--- config.mk ---
export PLATFORM = sky130hd
export DESIGN_NAME = fifo_ctrl
export DESIGN_NICKNAME = d
export VERILOG_FILES = /design/src/rtl/fifo_pkg.sv /design/src/rtl/fifo_ptr.sv /design/src/rtl/fifo_ctrl.sv
export SDC_FILE = /design/constraint.sdc
export NUM_CORES = 1
export LEC_CHECK = 0
export BUFFER_PORTS_ARGS = -buffer_cell sky130_fd_sc_hd__buf_4
export CORE_UTILIZATION = 37
export CTS_CLUSTER_DIAMETER = 50
export DETAILED_ROUTE_END_ITERATION = 8
export PLACE_DENSITY = 0.74
export SYNTH_ARGS = -nofsm -noshare
export SYNTH_HDL_FRONTEND = slang
export SYNTH_SLANG_ARGS = --single-unit
--- constraint.sdc ---
create_clock -name clk -period 1.9 [get_ports clk]
set_input_delay 0.38 -clock clk [delete_from_list [all_inputs] [get_ports clk]]
set_output_delay 0.38 -clock clk [all_outputs]
set_load 0.05 [all_outputs]
--- src/rtl/fifo_pkg.sv ---
// fifo_pkg: shared FIFO constants and pointer type
package fifo_pkg;
    localparam int ADDR_WIDTH = 4;
    localparam int DATA_WIDTH = 8;
    localparam int DEPTH = 1 << ADDR_WIDTH;
    typedef logic [ADDR_WIDTH:0] ptr_t;
endpackage

--- src/rtl/fifo_ptr.sv ---
// fifo_ptr: wrapping pointer with wrap bit, advances by one on inc
module fifo_ptr #(
    parameter int ADDR_WIDTH = fifo_pkg::ADDR_WIDTH
) (
    input  logic                  clk,
    input  logic                  rst_n,
    input  logic                  inc,
    output logic [ADDR_WIDTH:0]   ptr
);
    always_ff @(posedge clk)
        ptr <= !rst_n ? '0 : ptr + {{ADDR_WIDTH{1'b0}}, inc};
endmodule

--- src/rtl/fifo_ctrl.sv ---
// fifo_ctrl: push/pop FIFO controller for an external dual-port memory; FIFO_CTRL_ERR_EN adds sticky overflow/underflow
module fifo_ctrl #(
    parameter int ADDR_WIDTH = fifo_pkg::ADDR_WIDTH,
    parameter int DATA_WIDTH = fifo_pkg::DATA_WIDTH
) (
    input  logic                  clk,
    input  logic                  rst_n,
    input  logic                  push,
    input  logic [DATA_WIDTH-1:0] din,
    input  logic                  pop,
    output logic [DATA_WIDTH-1:0] rd_data,
    output logic                  rd_valid,
    output logic                  full,
    output logic                  empty,
    output logic [ADDR_WIDTH:0]   count,
    output logic                  mem_w_en,
    output logic [ADDR_WIDTH-1:0] mem_w_addr,
    output logic [DATA_WIDTH-1:0] mem_w_data,
    output logic                  mem_r_en,
    output logic [ADDR_WIDTH-1:0] mem_r_addr,
    input  logic [DATA_WIDTH-1:0] mem_r_data
`ifdef FIFO_CTRL_ERR_EN
    ,
    output logic                  overflow,
    output logic                  underflow
`endif
);
    logic [ADDR_WIDTH:0] wr_ptr, rd_ptr;
    logic push_ok, pop_ok;
    fifo_ptr #(.ADDR_WIDTH(ADDR_WIDTH)) u_wr (.clk(clk), .rst_n(rst_n), .inc(push_ok), .ptr(wr_ptr));
    fifo_ptr #(.ADDR_WIDTH(ADDR_WIDTH)) u_rd (.clk(clk), .rst_n(rst_n), .inc(pop_ok), .ptr(rd_ptr));
    always_comb begin
        empty      = wr_ptr == rd_ptr;
        full       = (wr_ptr[ADDR_WIDTH-1:0] == rd_ptr[ADDR_WIDTH-1:0]) && (wr_ptr[ADDR_WIDTH] != rd_ptr[ADDR_WIDTH]);
        count      = wr_ptr - rd_ptr;
        push_ok    = push && !full;
        pop_ok     = pop && !empty;
        mem_w_en   = push_ok;
        mem_w_addr = push_ok ? wr_ptr[ADDR_WIDTH-1:0] : '0;
        mem_w_data = push_ok ? din : '0;
        mem_r_en   = pop_ok;
        mem_r_addr = pop_ok ? rd_ptr[ADDR_WIDTH-1:0] : '0;
        rd_data    = mem_r_data;
    end
    always_ff @(posedge clk)
        rd_valid <= rst_n && pop_ok;
`ifdef FIFO_CTRL_ERR_EN
    always_ff @(posedge clk) begin
        overflow  <= rst_n && (overflow || (push && full));
        underflow <= rst_n && (underflow || (pop && empty));
    end
`endif
endmodule

Word level (Yosys, flattened, before mapping)
Cells that the tools add are included.
Widths: inputs -> output; s select.
{"block": "classes", "mux": 3, "add_sub_neg": 3, "eq_ne": 3, "n_reduce_logical": 6}
{"op": "$add 5x1->5", "count": 2}
{"op": "$mux 4", "count": 2}
{"op": "$mux 8", "count": 1}
{"op": "$eq 5x5->1", "count": 1}
{"op": "$sub 5x5->5", "count": 1}
{"op": "$eq 4x4->1", "count": 1}
{"op": "$logic_and 1x1->1", "count": 4}
{"op": "$logic_not 1->1", "count": 2}
{"op": "$ne 1x1->1", "count": 1}
{"block": "totals", "output_inout_bits": 34, "inputBits": 20, "regBits": 11, "word_cells": 18}

Longest topological paths before layout
Gate-level depths: netlist of the first run.
{"block": "depth", "depth_word": 5, "mapped_depth": 10, "ltp_nobuf": 9}

Cells and area by module
From an unflattened synthesis of the first run, not the netlist that was laid out.
{"block": "hier_totals", "hier_cells": 90, "hier_area_um2": 818.3}
{"mod": "fifo_ctrl", "n_inst": 1, "area_each_um2": 412.9, "seq_area_each_um2": 20.0, "cells_per_inst": 52}
{"mod": "fifo_ptr", "n_inst": 2, "area_each_um2": 202.7, "seq_area_each_um2": 100.1, "cells_per_inst": 19}

Worst setup path after synthesis of the first run
No wires, ideal clock.
{"block": "synth_path", "kind": "register to register", "from": "register u_rd.ptr[2]", "to": "register u_rd.ptr[4]", "slack_ns": -0.648, "stages_incl_launch_ff": 10, "setup_time_ns": 0.115, "required_ns": 1.785, "arrival_ns": 2.433, "path_cell_list": "dfxtp_1 inv_1 ha_1 nand4_1 o21a_2 ha_1 ha_1 nand3_1 xnor2_1 and2_1"}
{"block": "synth_between", "elab_chain_cells": 4}
{"item": "start, declared", "line": "fifo_ptr.sv:8", "text": "output logic [ADDR_WIDTH:0] ptr"}
{"item": "start signal, assigned", "line": "fifo_ptr.sv:11", "text": "ptr <= !rst_n ? '0 : ptr + {{ADDR_WIDTH{1'b0}}, inc};"}
{"item": "$eq 5x5->1", "line": "fifo_ctrl.sv:33", "text": "empty = wr_ptr == rd_ptr;"}
{"item": "$logic_not 1->1", "line": "fifo_ctrl.sv:37", "text": "pop_ok = pop && !empty;"}
{"item": "$logic_and 1x1->1", "line": "fifo_ctrl.sv:37"}
{"item": "named net mem_r_en", "line": "fifo_ctrl.sv:19", "text": "output logic mem_r_en,"}
{"item": "$add 5x1->5", "line": "fifo_ptr.sv:11"}
The timed path passes the listed nets, and every way through them passes these cells.
A chain may end at the register's enable or synchronous reset.

Worst setup path after layout of the first run
{"block": "layout_path", "from": "register u_wr.ptr[0]", "to": "output port count[4]"}
{"block": "layout_between", "elab_chain_cells": 1}
{"item": "start, declared", "line": "fifo_ptr.sv:8"}
{"item": "start signal, assigned", "line": "fifo_ptr.sv:11"}
{"item": "$sub 5x5->5", "line": "fifo_ctrl.sv:35", "text": "count = wr_ptr - rd_ptr;"}
{"item": "end, declared", "line": "fifo_ctrl.sv:15", "text": "output logic [ADDR_WIDTH:0] count,"}
No other way between the ends.

==> out/results.txt, run 1 <==
DR vias: 842
routability congestion estimate: 0.817
effective utilization at floorplan: 40.1%
Core Footprint: 2000 um^2
vias in the first global route: 854
wirelength, routed: 2.97 mm
post-layout worst setup margin: -392 ps
cell with the most instances after synthesis: sky130_fd_sc_hd__and2_1
fmax: 436 MHz
flop2flop setup slack: -230 ps
Detail Route met2 WL: 1.52 mm
portion of total power attributed to the clock network: 12.1%
maximum number of buffers from clock root to sink: 2
routed length on met1: 1.21 mm
Tightest Hold Check Type: input port to register
period utilisation layout: 121%
netlist area before placement: 803 um^2
post-route worst hold slack: 407 ps
max layer used: met4
outcome: finished, violations left
max-cap check violation count: 0
via/cell ratio: 4.81
number of inserted filler cells in the final layout: 93
startpoint type of the worst setup path: register
syn_nets: 118
number of storage elements in the synthesis netlist: 11
hold buffer count at CTS: 0
Final Setup Violations: 31
estimated wirelength of the detail-placed design: 1.58 mm
drt initial violations: 6
global-route wire length before repair: 4.22 mm
clock latency on the worst-skew pair: 260 ps
setup repair after global routing missed its margin: yes
register area share after synthesis: 27.4%
internal portion of total power: 0.730 mW
worst-path maximum fanout: 2
post-synth cell types: 21
ys flop type: sky130_fd_sc_hd__dfxtp_1
highest ir drop seen on vdd: 0.765 mV
Data arrival, critical path: 1910 ps
post-detailed-route count of antenna-violating nets: 0
class of the most critical setup path: register to output pin
antenna diode instance count: 0
Die Y-Extent: 48.6 um
final period demand of the worst path: 2290 ps
post-detailed-route wirelength per cell: 16.9 um
most instantiated cells after synthesis: 14 x sky130_fd_sc_hd__and2_1, 11 x sky130_fd_sc_hd__dfxtp_1, 9 x sky130_fd_sc_hd__and2_4, 8 x sky130_fd_sc_hd__buf_4, 8 x sky130_fd_sc_hd__ha_1
count of endpoints failing hold in the final timing report: 0
share of the core filled with cells: 86.0%
final setup skew: 0.951 ps
port buffer count: 37
Max Transition Viols Final: 0
length of routed met3 wiring: 114 um
area post-placement: 1350 um^2
Comb power frac: 67.5%
Die W: 48.6 um
failing checks: negative setup slack
Pre-antenna DRT Iters: 4
gate count of the mapped netlist: 89
total global routing track utilization: 23.2%
clock tree from TritonCTS: yes
number of enable flip-flop cells after synthesis: 0
site row count: 16
final-stage net count: 178
grt ovf: 0
net switching power: 0.582 mW
CP required: 1520 ps
number of H-tree levels: 1
CTS sink cnt: 11
num ports: 54
root buffer cell: sky130_fd_sc_hd__clkbuf_4
library cell occupying the most area in the post-synthesis netlist: sky130_fd_sc_hd__dfxtp_1
power density over the cells: 762 nW/um^2
worst-margin pin slew: 446 ps
Mapped Avg Cell Area: 9.03 um^2
Non-Filler Cell Area, Final: 1720 um^2
initial antenna violation count: 0
Placement Setup Slack: -175 ps
synthesis-to-layout area growth: 114%
Post-route DRC: 0
clock transition at the registers of the reported paths: 70 ps
top cells by area in the synthesized netlist: sky130_fd_sc_hd__dfxtp_1 27%, sky130_fd_sc_hd__ha_1 12%, sky130_fd_sc_hd__and2_1 11%
standby leakage power: 0.796 nW
number of warnings printed during yosys synthesis: 0
maximum number of pins on one net before global-route repair: 12
ratio of cells with drive above 1 in the final layout: 79.7%
final-layout setup total negative slack: -7910 ps
fraction of registers with async set/reset: 0%
number of clock buffers inserted by TritonCTS: 3
portion of total power attributed to sequential cells: 20.3%
share of Yosys cell area claimed by the top area cell type: 27.4%
net switching share of the total power: 44.3%
area enclosed by the die boundary: 2360 um^2
category of the worst setup path capture point: output pin
relative slew slack: 70.1%
==> worst paths after layout <==
path | from | end | cells past startpoint
hold / removal | rst_n | u_wr.ptr[0] | 2
setup / recovery | u_wr.ptr[0] | count[4] | 7
setup reg to reg | u_rd.ptr[1] | u_rd.ptr[4] | 11
hold reg to reg | u_rd.ptr[4] | u_rd.ptr[4] | 2
==> power by group through the flow <==
| stage | Sequential, mW | Clock [mW] | Combinational (mW) |
|---|---|---|---|
| floorplan | 0.284 | 0 | 0.494 |
| global placement | 0.267 | 0 | 0.667 |
| detailed placement | 0.269 | 0 | 0.682 |
| CTS | 0.264 | 0.161 | 0.817 |
| global route | 0.268 | 0.171 | 0.925 |
| finish | 0.267 | 0.159 | 0.886 |
==> logic make-up (layout without fill, tap and decap cells) <==
kind of cell | after synthesis | count (layout) | synth area share, %
and+or+nand+nor | 36 | 36 | 29.1
AOI/OAI and AO/OA | 5 | 5 | 3.89
buffers and inverters | 17 | 76 | 12.6
adders and majority gates | 9 | 9 | 15.0
xor gates and xnor gates | 11 | 11 | 12.0
DFF | 11 | 11 | 27.4
==> placed cells by master (no fill, tap or decap) <==
| master | instances |
|---|---|
| sky130_fd_sc_hd__buf_8 | 17 |
| sky130_fd_sc_hd__xor2_1 | 4 |
| sky130_fd_sc_hd__buf_6 | 17 |
| sky130_fd_sc_hd__dfxtp_1 | 4 |
| sky130_fd_sc_hd__inv_1 | 4 |
| sky130_fd_sc_hd__dfxtp_2 | 6 |
| sky130_fd_sc_hd__nand3_4 | 1 |
| sky130_fd_sc_hd__or2b_1 | 1 |
| sky130_fd_sc_hd__o21ai_2 | 1 |
| sky130_fd_sc_hd__nor2_1 | 3 |
| sky130_fd_sc_hd__and2_1 | 8 |
| sky130_fd_sc_hd__xnor2_4 | 2 |
| sky130_fd_sc_hd__dfxtp_4 | 1 |
| sky130_fd_sc_hd__xnor2_1 | 4 |
| sky130_fd_sc_hd__clkbuf_1 | 1 |
| sky130_fd_sc_hd__inv_4 | 1 |
| sky130_fd_sc_hd__nand2_4 | 1 |
| sky130_fd_sc_hd__inv_2 | 2 |
| sky130_fd_sc_hd__a21oi_2 | 1 |
| sky130_fd_sc_hd__a21oi_4 | 1 |
| sky130_fd_sc_hd__nor2_4 | 1 |
| sky130_fd_sc_hd__nand4_1 | 1 |
| sky130_fd_sc_hd__buf_4 | 31 |
| sky130_fd_sc_hd__o21a_4 | 2 |
| sky130_fd_sc_hd__ha_4 | 8 |
| sky130_fd_sc_hd__nand3_2 | 3 |
| sky130_fd_sc_hd__xnor2_2 | 1 |
| sky130_fd_sc_hd__fa_2 | 1 |
| sky130_fd_sc_hd__clkbuf_4 | 3 |
| sky130_fd_sc_hd__and2_4 | 17 |
==> sequential cells by signal, indices dropped and copies added (netlist names) <==
register  count
rd_valid      1
u_rd.ptr      5
u_wr.ptr      5
==> repair_timing <==
| action | CTS | global route |
|---|---|---|
| gates cloned | 1 | 0 |
| pin swaps | 34 | 8 |
| setup buffers | 7 | 3 |
| endpoints found under the setup margin | 28 | 32 |
| gates resized for setup | 64 | 13 |
==> area by class of cell <==
cell class | instances | area (um^2) | area share (%)
multi-input cells | 61 | 722 | 41.9
well taps | 27 | 33.8 | 1.96
inverters | 7 | 28.8 | 1.67
clock buffers | 4 | 26.3 | 1.53
flip-flops and latches | 11 | 231 | 13.4
repair buffers | 65 | 679 | 39.5
==> metrics by stage <==
step,instances,total power [mW]
after floorplan,89,0.778
after global placement,161,0.934
after detailed placement,161,0.951
after CTS,173,1.24
after global routing,175,1.36
final,175,1.31
==> per-layer routing <==
metal  vias to the layer above  GRT usage, %
li1                        388             -
met1                       399          27.6
met2                        39          42.5
met3                        16          2.83
met4                         0          8.33
met5                         -             0
==> worst max-delay path: stages, from the launching register on <==
cell and delay [ps]:
sky130_fd_sc_hd__dfxtp_2 340, sky130_fd_sc_hd__inv_2 40, sky130_fd_sc_hd__ha_4 160, sky130_fd_sc_hd__fa_2 340
sky130_fd_sc_hd__or2b_1 270, sky130_fd_sc_hd__a21oi_4 190, sky130_fd_sc_hd__xnor2_4 130, sky130_fd_sc_hd__buf_6 170
(Power assumes the default switching activity.)
==> run 2, diff against run 1 <==
--- a/config.mk
+++ b/config.mk
@@ -12,4 +12,5 @@
 export PLACE_DENSITY = 0.74
 export SYNTH_ARGS = -nofsm -noshare
 export SYNTH_HDL_FRONTEND = slang
+export SYNTH_HIERARCHICAL = 1
 export SYNTH_SLANG_ARGS = --single-unit
==> run 2 against run 1 <==
  * Non-clock buffer count decreased by 6
  * Critical endpoint unchanged
  * Count of clock-buffer cells in the layout unchanged
  * Final area decreased by 13%
  * Utilization decreased by 12 points
  * Largest cell class unchanged
  * Setup slack improved by 61 ps
  * Cell count decreased by 2.3%
  * Synthesized cell count increased by 1.1%
  * First-iteration DRC count decreased by 50%
  * Via count decreased by 11%
  * The run still ends with negative setup slack left
==> out/results.txt, run 2 <==
initial antenna violation count: 0 (unchanged)
final setup skew: 6.71 ps (was 0.951 ps)
register area share after synthesis: 26.9% (was 27.4%)
parity-gate share of the synthesized area counting xor and xnor cells: 7.49% (was 12.0%)
vias in the first global route: 764 (was 854)
total global routing track utilization: 19.6% (was 23.2%)
worst-margin pin slew: 359 ps (was 446 ps)
clock transition at the registers of the reported paths: 80 ps (was 70 ps)
post-detailed-route count of antenna-violating nets: 0 (unchanged)
number of clock buffers inserted by TritonCTS: 3 (unchanged)
standby leakage power: 0.734 nW (was 0.796 nW)
antenna diode instance count: 0 (unchanged)
post-synth cell types: 20 (was 21)
post-route worst hold slack: 426 ps (was 407 ps)
outcome: finished, violations left (unchanged)
global-route track usage on met3: 2.18% (was 2.83%)
global-route wire length before repair: 3.44 mm (was 4.22 mm)
share of Yosys cell area claimed by the top area cell type: 26.9% (was 27.4%)
worst-path maximum fanout: 2 (unchanged)
estimated wirelength of the detail-placed design: 1.62 mm (was 1.58 mm)
root buffer cell: sky130_fd_sc_hd__clkbuf_4 (unchanged)
failing checks: negative setup slack (unchanged)
ratio of cells with drive above 1 in the final layout: 74.3% (was 79.7%)
Core Footprint: 2020 um^2 (was 2000 um^2)
Data arrival, critical path: 1850 ps (was 1910 ps)
met1 track utilization from global routing: 22.9% (was 27.6%)
period utilisation layout: 117% (was 121%)
top cells by area in the synthesized netlist: sky130_fd_sc_hd__dfxtp_1 27%, sky130_fd_sc_hd__ha_1 12%, sky130_fd_sc_hd__and2_2 11% (was sky130_fd_sc_hd__dfxtp_1 27%, sky130_fd_sc_hd__ha_1 12%, sky130_fd_sc_hd__and2_1 11%)
max-cap check violation count: 0 (unchanged)
Die W: 49.0 um (was 48.6 um)
CP required: 1520 ps (about the same)
startpoint type of the worst setup path: register (unchanged)
Non-Filler Cell Area, Final: 1500 um^2 (was 1720 um^2)
simple-gate share of the synthesized area: 29.2% (was 29.1%)
Mapped Avg Cell Area: 9.09 um^2 (was 9.03 um^2)
maximum number of buffers from clock root to sink: 2 (unchanged)
share of the core filled with cells: 73.9% (was 86.0%)
total power consumption of the routed design: 1.24 mW (was 1.31 mW)
fmax: 448 MHz (was 436 MHz)
most instantiated cells after synthesis: 12 x sky130_fd_sc_hd__and2_2, 11 x sky130_fd_sc_hd__and2_1, 11 x sky130_fd_sc_hd__dfxtp_1, 8 x sky130_fd_sc_hd__buf_4, 8 x sky130_fd_sc_hd__ha_1 (was 14 x sky130_fd_sc_hd__and2_1, 11 x sky130_fd_sc_hd__dfxtp_1, 9 x sky130_fd_sc_hd__and2_4, 8 x sky130_fd_sc_hd__buf_4, 8 x sky130_fd_sc_hd__ha_1)
Pre-antenna DRT Iters: 4 (unchanged)
cell with the most instances after synthesis: sky130_fd_sc_hd__and2_2 (was sky130_fd_sc_hd__and2_1)
relative slew slack: 76.0% (was 70.1%)
final-layout setup total negative slack: -5310 ps (was -7910 ps)
port buffer count: 37 (unchanged)
peak-usage layer in the global routing report: met2 (unchanged)
site row count: 16 (unchanged)
met2 GRT Util: 32.9% (was 42.5%)
DR vias: 753 (was 842)
number of warnings printed during yosys synthesis: 6 (was 0)
area enclosed by the die boundary: 2400 um^2 (was 2360 um^2)
gate count of the mapped netlist: 90 (was 89)
drt initial violations: 3 (was 6)
ys flop type: sky130_fd_sc_hd__dfxtp_1 (unchanged)
category of the worst setup path capture point: output pin (unchanged)
Final Setup Violations: 25 (was 31)
count of endpoints failing hold in the final timing report: 0 (unchanged)
number of H-tree levels: 1 (unchanged)
class of the most critical setup path: register to output pin (unchanged)
commonest non-fill, non-tap cell in the layout: sky130_fd_sc_hd__buf_4 (unchanged)
grt ovf: 0 (unchanged)
effective utilization at floorplan: 40.5% (was 40.1%)
post-layout worst setup margin: -330 ps (was -392 ps)
adder and majority gate portion of the synthesized area: 14.7% (was 15.0%)
CTS sink cnt: 11 (unchanged)
final period demand of the worst path: 2230 ps (was 2290 ps)
via/cell ratio: 4.40 (was 4.81)
post-detailed-route wirelength per cell: 13.0 um (was 16.9 um)
power density over the cells: 827 nW/um^2 (was 762 nW/um^2)
Die Y-Extent: 49.0 um (was 48.6 um)
Tightest Hold Check Type: input port to register (unchanged)
number of storage elements in the synthesis netlist: 11 (unchanged)
routability congestion estimate: 0.748 (was 0.817)
clock tree from TritonCTS: yes (unchanged)
registers with the most flip-flops: u_rd/ptr (5), u_wr/ptr (5), rd_valid (1) (was u_rd.ptr (5), u_wr.ptr (5), rd_valid (1))
top library cells by usage in the layout, fill and taps aside: 46 x sky130_fd_sc_hd__buf_4, 12 x sky130_fd_sc_hd__and2_2, 8 x sky130_fd_sc_hd__buf_6, 7 x sky130_fd_sc_hd__and2_1, 6 x sky130_fd_sc_hd__dfxtp_2 (was 31 x sky130_fd_sc_hd__buf_4, 17 x sky130_fd_sc_hd__and2_4, 17 x sky130_fd_sc_hd__buf_6, 17 x sky130_fd_sc_hd__buf_8)
area post-placement: 1280 um^2 (was 1350 um^2)
Compound-Gate Fraction of Synth Area: 5.35% (was 3.89%)
netlist area before placement: 818 um^2 (was 803 um^2)
largest family of logic cells by synthesized area: simple AND/OR/NAND/NOR gates (unchanged)
Post-route DRC: 0 (unchanged)
wirelength, routed: 2.22 mm (was 2.97 mm)
number of enable flip-flop cells after synthesis: 0 (unchanged)
Layout Cells excl Fill: 171 (was 175)
synthesis-to-layout area growth: 82.7% (was 114%)
cell total after placement: 160 (was 161)
fraction of registers with async set/reset: 0% (unchanged)
number of inserted filler cells in the final layout: 129 (was 93)
setup repair after global routing missed its margin: yes (unchanged)
maximum number of pins on one net before global-route repair: 16 (was 12)
library cell occupying the most area in the post-synthesis netlist: sky130_fd_sc_hd__dfxtp_1 (unchanged)
highest ir drop seen on vdd: 0.617 mV (was 0.765 mV)
clock latency on the worst-skew pair: 280 ps (was 260 ps)
final-stage net count: 174 (was 178)
Max Transition Viols Final: 0 (unchanged)
Placement Setup Slack: -137 ps (was -175 ps)
mux cell area share after synthesis: 4.89% (was 0%)
syn_nets: 119 (was 118)
num ports: 54 (unchanged)
[run 2: changes by cell type after synthesis, moves of 3 or more]
cell	delta
sky130_fd_sc_hd__and2_4	-9
sky130_fd_sc_hd__xnor2_1	-4
sky130_fd_sc_hd__nand2_1	+3
sky130_fd_sc_hd__mux2i_1	+4
sky130_fd_sc_hd__and2_1	-3
sky130_fd_sc_hd__and2_2	+10
sky130_fd_sc_hd__nand2b_1	+4
[run 2: power by group]
group | internal (mW) | leakage, nW | switching, mW | total (mW)
Clock | 0.0814 | 0.0150 | 0.0849 | 0.166
Sequential | 0.249 | 0.0920 | 0.0150 | 0.264
Combinational | 0.365 | 0.627 | 0.442 | 0.807
Total | 0.695 | 0.734 | 0.542 | 1.24
[run 2: cell families (layout without fill, tap and decap cells)]
group                      Yosys count  count (layout)
adders and majority gates            9               9
buffers and inverters               15              69
DFF                                 11              11
muxes                                4               4
xor gates and xnor gates             7               7
and+or+nand+nor                     38              38
AOI/OAI and AO/OA                    6               6
[run 2: area by class of cell]
type                       instances  area (um^2)  area share [%]
multi-input combinational         64          674            45.1
timing repair buffer              59          510            34.1
sequential                        11          228            15.2
tap                               27         33.8            2.26
clock buffer                       4         26.3            1.76
inverter                           6         22.5            1.51
[run 2: routing by layer]
metal	vias to the layer above	routed length [um]
met1	344	937
met5	-	0
met3	6	67
met2	17	1160
met4	0	57
li1	386	-
[run 2: timing repair]
action / 4_1_cts / 5_1_grt
buffers inserted: 4 / 4
pin swaps: 3 / 6
hold buffers: 0 / 0
gates resized for setup: 26 / 12
endpoints found under the setup margin: 27 / 28
[run 2: worst max-delay path: stages, from the launching register on]
cell and delay [ps]:
sky130_fd_sc_hd__dfxtp_2 320, sky130_fd_sc_hd__inv_2 60, sky130_fd_sc_hd__ha_4 130, sky130_fd_sc_hd__inv_2 40, sky130_fd_sc_hd__fa_2 330, sky130_fd_sc_hd__a21o_2 220, sky130_fd_sc_hd__a21oi_4 180, sky130_fd_sc_hd__xnor2_4 130
sky130_fd_sc_hd__buf_6 170
[run 2: path summary, 6_finish.rpt]
kind,startpoint,end,slack [ps],cells past startpoint
min reg2reg,u_rd/ptr[3],u_rd/ptr[3],630,3
max reg2reg,u_rd/ptr[1],u_wr/ptr[2],-90,8
min,rst_n,u_rd/ptr[1],430,2
max,u_wr/ptr[0],count[4],-330,8
